## config.mk

```make
export PLATFORM = sky130hd
export DESIGN_NAME = oisc_port_fifo
export DESIGN_NICKNAME = d
export VERILOG_FILES = /design/src/rtl/oisc_port_fifo.sv
export SDC_FILE = /design/constraint.sdc
export NUM_CORES = 1
export LEC_CHECK = 0
export CORE_MARGIN = 5
export CORE_UTILIZATION = 50
export CTS_BUF_LIST = sky130_fd_sc_hd__clkbuf_16
export DETAILED_ROUTE_END_ITERATION = 6
export PLACE_DENSITY = 0.72
export SYNTH_ARGS = -nofsm -noshare
export SYNTH_HDL_FRONTEND = slang
export SYNTH_SLANG_ARGS = --single-unit
```

## constraint.sdc

```tcl
create_clock -name clk -period 7.79 [get_ports clk]
set_input_delay 1.558 -clock clk [delete_from_list [all_inputs] [get_ports clk]]
set_output_delay 1.558 -clock clk [all_outputs]
set_load 0.02 [all_outputs]
```

## src/rtl/oisc_port_fifo.sv

```systemverilog
// OISC8 move-bus port with DEPTH-entry TX (bus->peripheral) and RX (peripheral->bus) FIFOs, plus status/control registers.
// Bus reads are combinational and show-ahead; a FIFO write becomes visible one cycle later; rx_ready=!rx_full, and a push into a full TX sets ovf.
module oisc_port_fifo #(
  parameter int                 DWIDTH   = 8,
  parameter int                 SAWIDTH  = 8,
  parameter int                 DAWIDTH  = 4,
  parameter int                 DEPTH    = 8,
  parameter logic [DAWIDTH-1:0] DST_TX   = 4'd11,
  parameter logic [DAWIDTH-1:0] DST_CTRL = 4'd12,
  parameter logic [SAWIDTH-1:0] SRC_RX   = 8'd30,
  parameter logic [SAWIDTH-1:0] SRC_STAT = 8'd31
) (
  input  logic               clk,
  input  logic               rst,
  input  logic               imm,
  input  logic [DAWIDTH-1:0] instr_dst,
  input  logic [SAWIDTH-1:0] instr_src,
  input  logic [DWIDTH-1:0]  bus_din,
  output logic [DWIDTH-1:0]  bus_dout,
  output logic               bus_oe,
  output logic [DWIDTH-1:0]  tx_data,
  output logic               tx_valid,
  input  logic               tx_ready,
  input  logic [DWIDTH-1:0]  rx_data,
  input  logic               rx_valid,
  output logic               rx_ready
);
  localparam int AW = $clog2(DEPTH);
  localparam int CW = AW + 1;

  logic [DWIDTH-1:0] tx_mem [DEPTH];
  logic [DWIDTH-1:0] rx_mem [DEPTH];
  logic [AW-1:0]     tx_wr, tx_rd, rx_wr, rx_rd;
  logic [CW-1:0]     tx_cnt, rx_cnt;
  logic              ovf, unf;

  logic [DWIDTH-1:0] wdata;
  logic              push, ctrl_wr, rd_rx, rd_st;
  logic              tx_full, tx_empty, rx_full, rx_empty;
  logic              flush_tx, flush_rx, flag_clr;
  logic              tx_push, tx_pop, rx_push, rx_pop;
  logic              ovf_set, unf_set;
  logic [5:0]        st_bits;

  // An immediate is a value, not a source address, so it never selects this port as a source.
  assign wdata    = imm ? DWIDTH'(instr_src) : bus_din;
  assign push     = (instr_dst == DST_TX);
  assign ctrl_wr  = (instr_dst == DST_CTRL);
  assign rd_rx    = !imm && (instr_src == SRC_RX);
  assign rd_st    = !imm && (instr_src == SRC_STAT);
  assign bus_oe   = rd_rx | rd_st;

  assign tx_full  = (tx_cnt == CW'(DEPTH));
  assign tx_empty = (tx_cnt == '0);
  assign rx_full  = (rx_cnt == CW'(DEPTH));
  assign rx_empty = (rx_cnt == '0);

  assign flush_tx = ctrl_wr & wdata[0];
  assign flush_rx = ctrl_wr & wdata[1];
  assign flag_clr = rd_st | (ctrl_wr & wdata[2]);

  // Full/empty come from the registered counts, so a same-cycle pop never makes room for a push (and vice versa).
  assign tx_push  = push & !tx_full & !flush_tx;
  assign tx_pop   = !tx_empty & tx_ready & !flush_tx;
  assign rx_push  = rx_valid & !rx_full & !flush_rx;
  assign rx_pop   = rd_rx & !rx_empty & !flush_rx;
  assign ovf_set  = push & tx_full & !flush_tx;
  assign unf_set  = rd_rx & rx_empty & !flush_rx;

  assign tx_data  = tx_mem[tx_rd];
  assign tx_valid = !tx_empty;
  assign rx_ready = !rx_full;
  assign st_bits  = {ovf, unf, tx_full, tx_empty, rx_full, rx_empty};

  always_comb begin
    bus_dout = '0;
    if (rd_rx)
      bus_dout = rx_empty ? '0 : rx_mem[rx_rd];
    else if (rd_st)
      bus_dout = {{(DWIDTH-6){1'b0}}, st_bits};
  end

  always_ff @(posedge clk) begin
    if (tx_push) tx_mem[tx_wr] <= wdata;
    if (rx_push) rx_mem[rx_wr] <= rx_data;
  end

  always_ff @(posedge clk) begin
    if (!rst) begin
      tx_wr  <= '0;
      tx_rd  <= '0;
      tx_cnt <= '0;
      rx_wr  <= '0;
      rx_rd  <= '0;
      rx_cnt <= '0;
      ovf    <= 1'b0;
      unf    <= 1'b0;
    end else begin
      if (flush_tx) begin
        tx_wr  <= '0;
        tx_rd  <= '0;
        tx_cnt <= '0;
      end else begin
        if (tx_push) tx_wr <= tx_wr + AW'(1);
        if (tx_pop)  tx_rd <= tx_rd + AW'(1);
        if (tx_push && !tx_pop)      tx_cnt <= tx_cnt + CW'(1);
        else if (tx_pop && !tx_push) tx_cnt <= tx_cnt - CW'(1);
      end

      if (flush_rx) begin
        rx_wr  <= '0;
        rx_rd  <= '0;
        rx_cnt <= '0;
      end else begin
        if (rx_push) rx_wr <= rx_wr + AW'(1);
        if (rx_pop)  rx_rd <= rx_rd + AW'(1);
        if (rx_push && !rx_pop)      rx_cnt <= rx_cnt + CW'(1);
        else if (rx_pop && !rx_push) rx_cnt <= rx_cnt - CW'(1);
      end

      // A fresh event in the clearing cycle takes priority over the clear.
      ovf <= (ovf & !flag_clr) | ovf_set;
      unf <= (unf & !flag_clr) | unf_set;
    end
  end
endmodule

```

# Word level (Yosys, flattened, before mapping)
# Memory sizes are Yosys's and may differ from the RTL's. A register that Yosys moved wholly into a read port is not among the register bits.
# Cells that the tools add are included.
dict set report totals {
  mem_bits_rw 128
  latchBits 0
  ff_bits 22
  memories 2
  input_bits 33
  word_cells 86
  romBits 0
  out_inout_bits 19
}
# name depth word_bits rd rd_clocked_by_memory_dff wr line
set memory_table {}
lappend memory_table {rx_mem 8 8 1 1 1 32} ;# logic [DWIDTH-1:0] rx_mem [DEPTH];
lappend memory_table {tx_mem 8 8 1 1 1 31} ;# logic [DWIDTH-1:0] tx_mem [DEPTH];
dict set report op_classes {
  shifts 0
  n_addsub 8
  multipliers 0
  n_div 0
  bitwise_logic 22
  order_cmp 0
  reduce_logical 24
  n_mux 16
  eq_ne 6
}
# operator n
set op_table {}
lappend op_table {{8-bit 2-to-1 mux} 3}
lappend op_table {{1-bit AND} 17}
lappend op_table {{4-bit equality test (second input constant)} 4}
lappend op_table {{8-bit by 5-bit equality test with 1-bit output (second input constant)} 2}
lappend op_table {{4-bit 2-to-1 mux} 4}
lappend op_table {{3-bit by 1-bit adder with 3-bit output (second input constant)} 4}
lappend op_table {{1-bit zero test} 12}
lappend op_table {{3-bit 2-to-1 mux} 4}
lappend op_table {{4-bit by 1-bit adder with 4-bit output (second input constant)} 2}
lappend op_table {{4-bit zero test} 2}
lappend op_table {{4-bit by 1-bit subtractor with 4-bit output (second input constant)} 2}
lappend op_table {{1-bit logical AND} 6}
lappend op_table {{6-bit 2-to-1 mux} 1}
lappend op_table {{1-bit 2-to-1 mux} 4}
lappend op_table {{1-bit OR} 4}
lappend op_table {{2-bit nonzero test} 2}
lappend op_table {{2-bit OR reduction} 2}
lappend op_table {{1-bit inverter} 1}

# Longest topological paths before layout
# Gate-level depths: netlist of the first run.
dict set report logic_depth {
  depth_word 8
  mapped_depth 12
  ltp_nobuf 11
}

# Least setup slack after synthesis of the first run
# Ideal clock, no wire load.
dict set report synth_timing {
  kind {input -> output}
  start {input imm}
  end {output bus_dout[0]}
  path_stages 5
  n_path_buf 1
  setup_slack_ns 2.987
  required_ns 6.232
  arrival_time_ns 3.245
  cell_sequence {buf_6 or4b_4 nor2_1 nand3_1 o22ai_1}
}
dict set report synth_between {
  elab_chain_len 4
  word_cells_on_any_way 5
  cone_classes {2 x mux; 3 x reduce/logical}
}
# item line
set synth_lines {}
lappend synth_lines {{from (decl)} 15} ;# input logic imm,
lappend synth_lines {{1-bit zero test (*)} {49, 50}}
lappend synth_lines {{1-bit logical AND} 50} ;# assign rd_st = !imm && (instr_src == SRC_STAT);
lappend synth_lines {{6-bit 2-to-1 mux} 79} ;# else if (rd_st)
lappend synth_lines {{8-bit 2-to-1 mux (*)} 77} ;# if (rd_rx)
lappend synth_lines {{to (decl)} 19} ;# output logic [DWIDTH-1:0] bus_dout,
# Every way passes the cells marked *; elsewhere a longest branch is shown, timed or not.

# Worst setup path in the final report of the first run
dict set report layout_timing {
  start {input imm}
  end {output bus_dout[4]}
}
# Same word-level chain as after synthesis.

==> impl_metrics.ini, run 1 <==
[run_status]
status = completed

[yosys]
ys_warn_count = 0
ys_types = 46
netlist_top_cells_area = edfxtp_1 (60%), mux4_2 (11%), dfxtp_1 (8.7%), mux2_2 (2.8%), mux2i_1 (2.2%)
synth_seq_area_share = 0.684
synth_top_area_cell = edfxtp_1
synth-seq-cells = 156
syn_avg_cell_area_um2 = 17.1
synthesis.nets = 422
synth_top_area_share = 0.597
async_flop_share = 0
synthesis.instances = 377
synth_edf_count = 128
ys_dominant_reg_cell = edfxtp_1
syn_area_mm2 = 0.00644

[hold_path]
hold_start = rx_cnt[3]
holdPathStages = 2
min_to = rx_cnt[3]
hold_path_class = reg -> reg

[layout]
syn_to_final_growth_pct = 19.7
diodes = 0
nFillCells = 941
final_nets = 488
drive_gt1_frac = 0.204

[die]
start_util = 0.511
die_w_um = 124
dieArea_mm2 = 0.0153
io_pins = 52
rows = 41
fp.coreArea_mm2 = 0.0126
die_height_um = 124

[detailed_routing]
post-route-drc-count = 0
routed_wire_length_per_instance_um = 19.8
vias = 3475
drtPass1Iterations = 5
ant_nets = 0
first_iter_violations = 222
drt_wl_total_um = 12400
avgViaCountPerCell = 5.53

[cts]
cts-buffers-inserted = 17
postCtsSetupRepairBufs = 0
clk_latency_ns = 0.42
root_buffer = clkbuf_16
cts_tree = yes
cts_resized = 0
cts.clk_slew.worst_paths_ns = 0.06
cts.path.max_buffers = 2
htreeDepth = 4
cts_sinks = 156
cts_hold_buf = 0

[pwr]
p_int_mw = 1.54
combPwrFrac = 0.151
p_leak_nw = 2.52
p_per_area_mw_per_mm2 = 265
switching_share = 0.247
seqPwrFrac = 0.485
p_switching_uw = 506
p_clk_frac = 0.364
peakVddDrop_v = 0.000229

[sta]
hold_viol_final = 0
setup_ws_ns = 1.87
min_period_ns = 5.92
fin_setup_tns_ns = 0
fmax_mhz = 169
setup_violations = 0
rsz0062_at_grt = no
worst_slew_pin_slew_ns = 1.10
finalCritPeriodShare = 0.760
slew_headroom = 0.265
fin_worst_skew_ns = 0.0101
report.final.slew_viol_count = 0

[place]
pre_cts_ws_ns = 1.88
portBuffers = 51
gp_congestion = 0.777
dp_hpwl_um = 8320

[worst_setup_path]
r2r-start = tx_cnt[0]
required_ns = 6.23
reg2reg_slack_ns = 4.87
cp_num_cells = 6
cp-start-kind = input port
cp_cell_sequence = clkdlybuf4s50_1, or4b_4, nor2_1, nand3_1, o22ai_1, clkdlybuf4s50_1
r2r_cells = 10
slowest_delay_ns = 0.68
path_max_fanout = 9
cp_num_buf_inv = 2
cp_common_cell = clkdlybuf4s50_1
crit_family = buffers and inverters
rr_endpoint = tx_cnt[3]
worstSetupEndpointType = primary output
worst_path_max_delay_cell = clkdlybuf4s50_1
worstSetupPathType = in -> out
worst_ep_arrival_time_ns = 4.36

[grt]
grt_pass1_vias = 3647
antenna_found_initial = 0
grt_pass1_wl_um = 19600
overflow = 0
grtUsageTotal = 0.178
grt_max_degree = 17

[flow_run]
cap_violations = 0
==> layout make-up <==
| type | instances | area [um2] | area share |
|---|---|---|---|
| inverter | 12 | 45.0 | 0.00584 |
| clock inverter | 15 | 110 | 0.0143 |
| clock buffer | 17 | 425 | 0.0552 |
| timing repair buffer | 62 | 593 | 0.0769 |
| sequential | 156 | 4400 | 0.571 |
| multi-input combinational | 194 | 1920 | 0.249 |
| tap | 172 | 215 | 0.0279 |
==> worst max path at each step <==
| stage | from | endpoint | slack [ns] |
|---|---|---|---|
| floorplan | imm | bus_dout[0] | 2.99 |
| global placement | imm | bus_dout[4] | 1.99 |
| detailed placement | imm | bus_dout[4] | 1.88 |
| CTS | imm | bus_dout[4] | 1.84 |
| global route | imm | bus_dout[4] | 1.74 |
| finish | imm | bus_dout[4] | 1.87 |
==> layout by cell type (no fill, tap or decap), drive strengths merged, types with 6 or more instances in the layout <==
master / instances
nor2: 30
clkdlybuf4s50: 51
mux2i: 14
ha: 10
clkbuf: 17
buf: 11
o22ai: 6
inv: 16
a21oi: 8
edfxtp: 128
dfxtp: 28
nand3: 8
mux2: 16
clkinv: 9
mux4: 32
nor3: 8
nand2: 13
==> cell families after synthesis <==
group,count (synthesis),share of synthesized area
DFF,156,0.684
and+or+nand+nor,82,0.0680
muxes,62,0.162
AOI/OAI and AO/OA,29,0.0301
buffers and inverters,27,0.0188
adders and majority gates,12,0.0256
xor gates and xnor gates,9,0.0122
==> Yosys cell counts (2+ instances only) <==
cell type / instances
fa_1: 2
nand3_1: 8
xnor2_1: 5
o22ai_1: 6
nor4_1: 3
xor2_1: 4
mux2_2: 16
ha_1: 10
inv_2: 2
nor3_1: 8
mux4_2: 32
a21o_1: 2
buf_1: 4
nand2b_1: 5
nand2_1: 13
buf_2: 4
or4_1: 2
a31oi_1: 2
nor2_1: 30
dfxtp_1: 28
a211oi_1: 4
inv_1: 10
buf_6: 2
a21oi_1: 8
mux2i_1: 14
clkbuf_1: 5
edfxtp_1: 128
or3_1: 2
==> sequential cells by signal, summed over array words and instances, names as in the netlist, named ones only <==
| register | count |
|---|---|
| rx_cnt | 4 |
| rx_rd | 3 |
| unf | 1 |
| rx_wr | 3 |
| rx_mem | 64 |
| tx_wr | 3 |
| tx_rd | 3 |
| tx_mem | 64 |
| ovf | 1 |
| tx_cnt | 4 |
==> layer usage <==
| layer | vias to the layer above | global-route usage | routed length [um] |
|---|---|---|---|
| met5 | - | 0 | 0 |
| met4 | 0 | 0.0671 | 216 |
| met3 | 16 | 0.0480 | 478 |
| met2 | 76 | 0.316 | 6720 |
| met1 | 1759 | 0.207 | 4990 |
| li1 | 1624 | - | - |
==> tightest hold or removal path: stages, from the launching register on <==
cell	delay [ns]
dfxtp_1	0.33
nand2_1	0.06
mux2i_1	0.06
==> per-stage QoR <==
stage	hold WS (ns)	util	power (mW)	cell area [um2]	std cells
2_1_floorplan	0.442	-	1.21	6440	377
3_3_place_gp	0.458	0.569	1.31	7170	596
3_5_place_dp	0.482	0.569	1.32	7170	596
4_1_cts	0.501	0.611	2.06	7710	628
5_1_grt	0.530	0.611	2.14	7710	628
6_report	0.500	0.611	2.05	7710	628
==> power groups by stage <==
stage	logic, mW	registers [mW]	clock network [mW]
3_3_place_gp	0.301	1.01	0
2_1_floorplan	0.234	0.980	0
6_report	0.308	0.993	0.745
4_1_cts	0.311	0.995	0.759
3_5_place_dp	0.309	1.01	0
5_1_grt	0.339	1.00	0.794
(Power assumes the default switching activity.)
==> inputs of run 2 (changes only) <==
- clock period: 7.79 -> 5.9 ns (I/O delays scaled with it)
==> run 2 against run 1 <==
Effect of this change:
- worst setup slack worse by 1.1 ns
- clock power grew 32%
- flip-flop and latch count stayed put
- register-to-register slack lost 1.9 ns
- wire length up 0.92%
- sequential share of layout area about the same
- first-iteration DRC count is 5.4% lower
- critical path type unchanged
==> impl_metrics.ini, run 2 (synthesis gave the netlist of run 1 again) <==
[detailed_routing]
ant_nets = 0
drt_wl_total_um = 12500
vias = 3448
avgViaCountPerCell = 5.51
top_layer = met4
routed_wire_length_per_instance_um = 20.0
wl_met2_um = 6900
post-route-drc-count = 0
first_iter_violations = 210
dr_wl_met3_um = 423
wl_met1_um = 5040
drtPass1Iterations = 5

[die]
rows = 41
die_height_um = 124
fp.coreArea_mm2 = 0.0126
start_util = 0.511
die_w_um = 124
dieArea_mm2 = 0.0153
io_pins = 52

[pwr]
p_leak_nw = 2.51
peakVddDrop_v = 0.000231
seqPwrFrac = 0.485
p_per_area_mw_per_mm2 = 351
p_switching_uw = 673
p_clk_frac = 0.364
combPwrFrac = 0.151
p_int_mw = 2.03
switching_share = 0.249

[sta]
slew_headroom = 0.257
fin_worst_skew_ns = 0.00602
min_period_ns = 5.12
fin_setup_tns_ns = 0
rsz0062_at_grt = no
hold_viol_final = 0
worst_slew_pin_slew_ns = 1.11
finalCritPeriodShare = 0.867
report.final.slew_viol_count = 0
fmax_mhz = 195
setup_violations = 0

[worst_setup_path]
cp-start-kind = input port
worstSetupEndpointType = primary output
worstSetupPathType = in -> out
path_max_fanout = 9
required_ns = 4.72
worst_ep_arrival_time_ns = 3.94

[place]
dp_hpwl_um = 8420
gp_congestion = 0.773
portBuffers = 51
dp.cells = 595

[grt]
grtUsageTotal = 0.182
grt_max_degree = 17
antenna_found_initial = 0
grt_pass1_vias = 3655
grt_pass1_wl_um = 19900
overflow = 0

[layout]
reg.largest.list = rx_mem x64, tx_mem x64
diodes = 0
syn_to_final_growth_pct = 19.6
layout.cells.non_filler = 626
final_cell_mix = edfxtp_1 (128), clkdlybuf4s50_1 (51), mux4_2 (32)
final_common_cell = edfxtp_1
final_nets = 487
drive_gt1_frac = 0.207
final_util = 0.610

[cts]
cts.path.max_buffers = 2
cts_resized = 0
clk_latency_ns = 0.42
cts_tree = yes
cts_sinks = 156
root_buffer = clkbuf_16
cts_hold_buf = 0
cts-buffers-inserted = 17
cts.clk_slew.worst_paths_ns = 0.06
htreeDepth = 4
postCtsSetupRepairBufs = 0

[hold_path]
hold_path_class = reg -> reg

[flow_run]
cap_violations = 0

[run_status]
status = completed
==> run 2: cell types whose count changed in the layout (fill, tap and decap cells not counted), sizes merged <==
cell / previous run / this run
buf: 11 / 10
clkinvlp: 1 / 2
inv: 16 / 14
==> run 2: per-stage QoR <==
step | area (um2) | worst slack [ns] | power (mW) | hold WS [ns]
2_1_floorplan | 6440 | 1.85 | 1.60 | 0.442
3_3_place_gp | 7170 | 0.848 | 1.73 | 0.460
3_5_place_dp | 7170 | 0.838 | 1.75 | 0.479
4_1_cts | 7700 | 0.803 | 2.73 | 0.489
5_1_grt | 7700 | 0.701 | 2.82 | 0.525
6_report | 7700 | 0.784 | 2.71 | 0.485
==> run 2: cell type report <==
type / instances / area, um2
Multi-Input combinational cell: 194 / 1920
Timing Repair Buffer: 61 / 586
Clock inverter: 14 / 106
Inverter: 12 / 45.0
Clock buffer: 17 / 425
Sequential cell: 156 / 4400
Fill cell: 954 / 4920
Tap cell: 172 / 215
==> run 2: layer usage <==
layer  global-route usage  up-vias
li1                     -     1612
met4               0.0637        0
met5                    0        -
met2                0.321       77
met1                0.214     1744
met3               0.0508       15
==> run 2: power by group through the flow <==
stage / sequential, mW / combinational [mW] / clock [mW]
global route: 1.32 / 0.449 / 1.05
global placement: 1.33 / 0.397 / 0
finish: 1.31 / 0.408 / 0.985
CTS: 1.31 / 0.412 / 1.00
floorplan: 1.29 / 0.308 / 0
detailed placement: 1.34 / 0.409 / 0
==> run 2: worst paths after layout <==
path                                     to      start  slack [ns]  cells after the start
worst min register to register          unf        unf        0.49                      2
worst max-delay path            bus_dout[4]        imm        0.78                      6
worst max register to register    tx_cnt[3]  tx_cnt[0]        2.98                     10
worst min-delay path                    unf        unf        0.49                      2
==> run 2: worst max-delay path: stages <==
cell and delay, ns:
clkdlybuf4s50_1 0.61, or4b_4 0.61, nor2_1 0.21, nand3_1 0.34, o22ai_1 0.32, clkdlybuf4s50_1 0.66
==> RTL change 1, RTL diff (flow settings as in run 2) <==
Make the reset (`rst`) asynchronous in one clocked block.
--- a/src/rtl/oisc_port_fifo.sv
+++ b/src/rtl/oisc_port_fifo.sv
@@ -85,7 +85,7 @@
     if (rx_push) rx_mem[rx_wr] <= rx_data;
   end
 
-  always_ff @(posedge clk) begin
+  always_ff @(posedge clk or negedge rst) begin
     if (!rst) begin
       tx_wr  <= '0;
       tx_rd  <= '0;
Function: differs if rst is asserted again (counterexample within 4 cycles, from zero or initial values and one cycle with rst low); with rst held inactive, the same outputs for 4 cycles.
==> RTL change 1 against run 2 <==
Setup slack lost 140 ps. Via count is 1.5% higher. Synthesized area fell by 0.41%. Wire length is 2.6% higher. Total power grew 17%. Maximum frequency down 2.8%. Critical endpoint is now bus_dout[5]. Sequential cell count decreased by 6. Design area shrank 0.28%. Register-to-register slack worse by 40 ps. Global-route usage is 0.39 points higher.
==> RTL change 1: results (changes against run 2) <==
status: "completed"
grt_start_max_net_pins: 23  # +6
drt_iter0_drc: 223  # +6.2%
worst_clock_skew_ps: 3.711  # -2.305 ps
layout-drive-gt1-share: 0.1946  # -0.01242
vias_per_cell: 5.654  # +2.7%
vias: 3500  # +1.5%
r2r_cells: 8  # -2
synth.net_count: 413  # -2.1%
hpwl_um: 8660  # +2.9%
hold_depth: 1  # -1
async_reset_ff_frac: 0.1467  # +0.1467
gp_congestion: 0.8732  # +13%
grtUsageTotal: 0.1862  # +0.003858
wirelength_um: 12850  # +2.6%
nets: 477  # -2.1%
grt_pass1_wl_um: 20450  # +2.8%
cp_max_fo: 16  # +7
irDropWorstVdd_mv: 0.3126  # +35%
crit_arrival_ps: 4080  # +140 ps
grt_pass1_vias: 3742  # +2.4%
seq_area_frac_synth: 0.6849  # +0.001240
crit_path_top_delay_cell: "or4_1"
slew_headroom: 0.2558  # -0.001368
synth_area_leaders: "edfxtp_1 60%, mux4_2 11%, dfrtp_1 8.6%"
drt_pass1_iterations: 4  # -1
n_fill_cell: 959  # +0.52%
synthCells: 370  # -1.9%
synth_common_cells: "128 x edfxtp_1, 32 x mux4_2, 22 x dfrtp_1"
place_inst: 587  # -1.3%
ys_types: 47  # +2.2%
RTL change 1: cell count changes after synthesis, moves of 5 or more:
cell / run 2 / this run
dfrtp_1: 0 / 22
nor2_1: 30 / 18
dfxtp_1: 28 / 0
nand2_1: 13 / 21
clkbuf_1: 5 / 10
RTL change 1: kinds of logic after synthesis:
| logic type | Yosys count | share of synthesized area |
|---|---|---|
| fa+ha+maj | 10 | 0.02184 |
| xor+xnor | 9 | 0.01346 |
| compound gates | 29 | 0.03101 |
| simple gates | 81 | 0.06572 |
| buf+inv | 26 | 0.01619 |
| flops | 150 | 0.6849 |
| mux | 65 | 0.1669 |
RTL change 1: area by class of cell:
cell class / count / area share
Sequential cell: 150 / 0.5720
Inverter: 11 / 0.005375
Timing Repair Buffer: 60 / 0.07524
Clock buffer: 17 / 0.05537
Clock inverter: 15 / 0.01287
Tap cell: 172 / 0.02801
Multi-Input combinational cell: 194 / 0.2511
RTL change 1: metrics by stage:
stage,area (um2),hold WS [ps]
final,7682,547.8
after global routing,7682,580.5
after CTS,7682,549.1
after detailed placement,7158,531.2
after global placement,7158,509.7
after floorplan,6416,494.0
RTL change 1: report_power, final:
| group | internal [W] | switching (W) | total [W] |
|---|---|---|---|
| Sequential | 0.00129 | 0.000175 | 0.00146 |
| Combinational | 0.000404 | 0.000343 | 0.000747 |
| Clock | 0.000564 | 0.000388 | 0.000952 |
| Total | 0.00226 | 0.000906 | 0.00316 |
RTL change 1: worst paths after layout:
| path | start | slack, ps | endpoint |
|---|---|---|---|
| max | instr_src[5] | 640 | bus_dout[5] |
| min | ovf$_DFF_PN0_ | 550 | ovf$_DFF_PN0_ |
| max reg2reg | rx_cnt[0]$_DFFE_PN0P_ | 2940 | rx_cnt[3]$_DFFE_PN0P_ |
| min reg2reg | ovf$_DFF_PN0_ | 550 | ovf$_DFF_PN0_ |
| max in group asynchronous | rst | 3940 | rx_cnt[0]$_DFFE_PN0P_ |
| min in group asynchronous | rst | 1330 | tx_rd[2]$_DFFE_PN0P_ |
RTL change 1: per-layer routing:
metal  GRT usage  vias to the layer above  share of wire
met5           0                        -              0
met1      0.2374                     1759           0.41
met2      0.3068                      117           0.51
li1            -                     1612              -
met4     0.06713                        0          0.010
met3     0.05306                       12          0.070
==> RTL change 2, RTL diff (settings of run 2) <==
Without the edit above. Change the parameter `DWIDTH` from 8 to 12.
--- a/src/rtl/oisc_port_fifo.sv
+++ b/src/rtl/oisc_port_fifo.sv
@@ -1,7 +1,7 @@
 // OISC8 move-bus port with DEPTH-entry TX (bus->peripheral) and RX (peripheral->bus) FIFOs, plus status/control registers.
 // Bus reads are combinational and show-ahead; a FIFO write becomes visible one cycle later; rx_ready=!rx_full, and a push into a full TX sets ovf.
 module oisc_port_fifo #(
-  parameter int                 DWIDTH   = 8,
+  parameter int                 DWIDTH   = 12,
   parameter int                 SAWIDTH  = 8,
   parameter int                 DAWIDTH  = 4,
   parameter int                 DEPTH    = 8,
Interface: changed (resized bus_din, bus_dout, rx_data and tx_data); port bits go from 52 to 68. The function was not compared with the original's and may differ.
==> RTL change 2 against run 2 <==
Synthesized area increased by 37%. Sequential share of layout area increased by 3.1 points. Total power increased by 32%. Setup slack got worse by 65 ps. Design area increased by 36%. Die area increased by 34%. Wire length increased by 33%. Clock power increased by 25%. Sequential cell count increased by 64. Critical path type unchanged.
==> RTL change 2: results (changes against run 2) <==
synth_edf_count: 192  # +50%
worstSkewPairLatency_ps: 490  # +70 ps
wire_per_inst_um: 20.65  # +3.2%
grt_util_met3: 0.03115  # -0.01963
cts_buffers: 22  # +5
synth_area_leaders: "edfxtp_1 65%, mux4_2 12%, dfxtp_1 6.4%"
grtUsageTotal: 0.1687  # -0.01367
grt_use_met2: 0.3126  # -0.008879
nonClkBufAreaFrac: 0.07746  # +0.001453
grt_start_max_net_pins: 25  # +8
dp_slack_ps: 712.7  # -125.7 ps
critical_path.startpoint: "instr_src[6]"
crit_path_top_delay_cell: "or4_1"
clkPwrFrac: 0.344  # -0.020
nets: 621  # +28%
crit_arrival_ps: 4000  # +60 ps
powerDensity_nw_per_um2: 339.2  # -3.4%
htree_num_levels: 1  # -3
critPathMaxStageDelay_ps: 830  # +170 ps
reg2reg_slack_ps: 2680  # -300 ps
grt_pass1_wl_um: 26140  # +31%
clock_sinks: 220  # +41%
synth.net_count: 533  # +26%
clk_share: 0.06138  # -0.007652
wl_met3_um: 765  # +81%
status: "completed"
inv_count: 13  # +1
slew_headroom: 0.1839  # -0.07326
multiInputGateArea_um2: 2385  # +24%
layout-drive-gt1-share: 0.2113  # +0.004292
met2WireLength_um: 9037  # +31%
reg_top3: "rx_mem x96, tx_mem x96"
portBuffers: 67  # +31%
cp_top_family: "simple AND/OR/NAND/NOR gates"
irDropWorstVdd_mv: 0.2580  # +12%
netSwitchingFraction: 0.2328  # -0.01589
hpwl_um: 10950  # +30%
endpoint: "bus_dout[0]"
clockBufferDepth: 3  # +1
seqPwrFrac: 0.512  # +0.027
-- RTL change 2: cell count changes in the layout (fill, tap and decap cells not counted), sizes merged, moves of 3 or more --
cell	delta
edfxtp	+64
clkdlybuf4s50	+16
mux4	+16
buf	+9
clkbuf	+6
mux2	+4
mux2i	+4
nor2	+4
nor2b	+4
inv	+3
o21ai	+3
-- RTL change 2: stage by stage --
stage | area, um2 | instances
after CTS | 10500 | 807
after detailed placement | 9854 | 769
final | 10500 | 807
after global placement | 9854 | 769
after global routing | 10500 | 807
after floorplan | 8826 | 480
-- RTL change 2: logic make-up (layout without fill, tap and decap cells) --
| group | count (synthesis) | count (layout) | share of synthesized area |
|---|---|---|---|
| DFF | 220 | 220 | 0.7168 |
| AOI/OAI and AO/OA | 30 | 30 | 0.02070 |
| xor gates and xnor gates | 9 | 9 | 0.008930 |
| muxes | 86 | 86 | 0.1684 |
| and+or+nand+nor | 88 | 88 | 0.05103 |
| buffers and inverters | 35 | 137 | 0.01545 |
| adders and majority gates | 12 | 12 | 0.01871 |
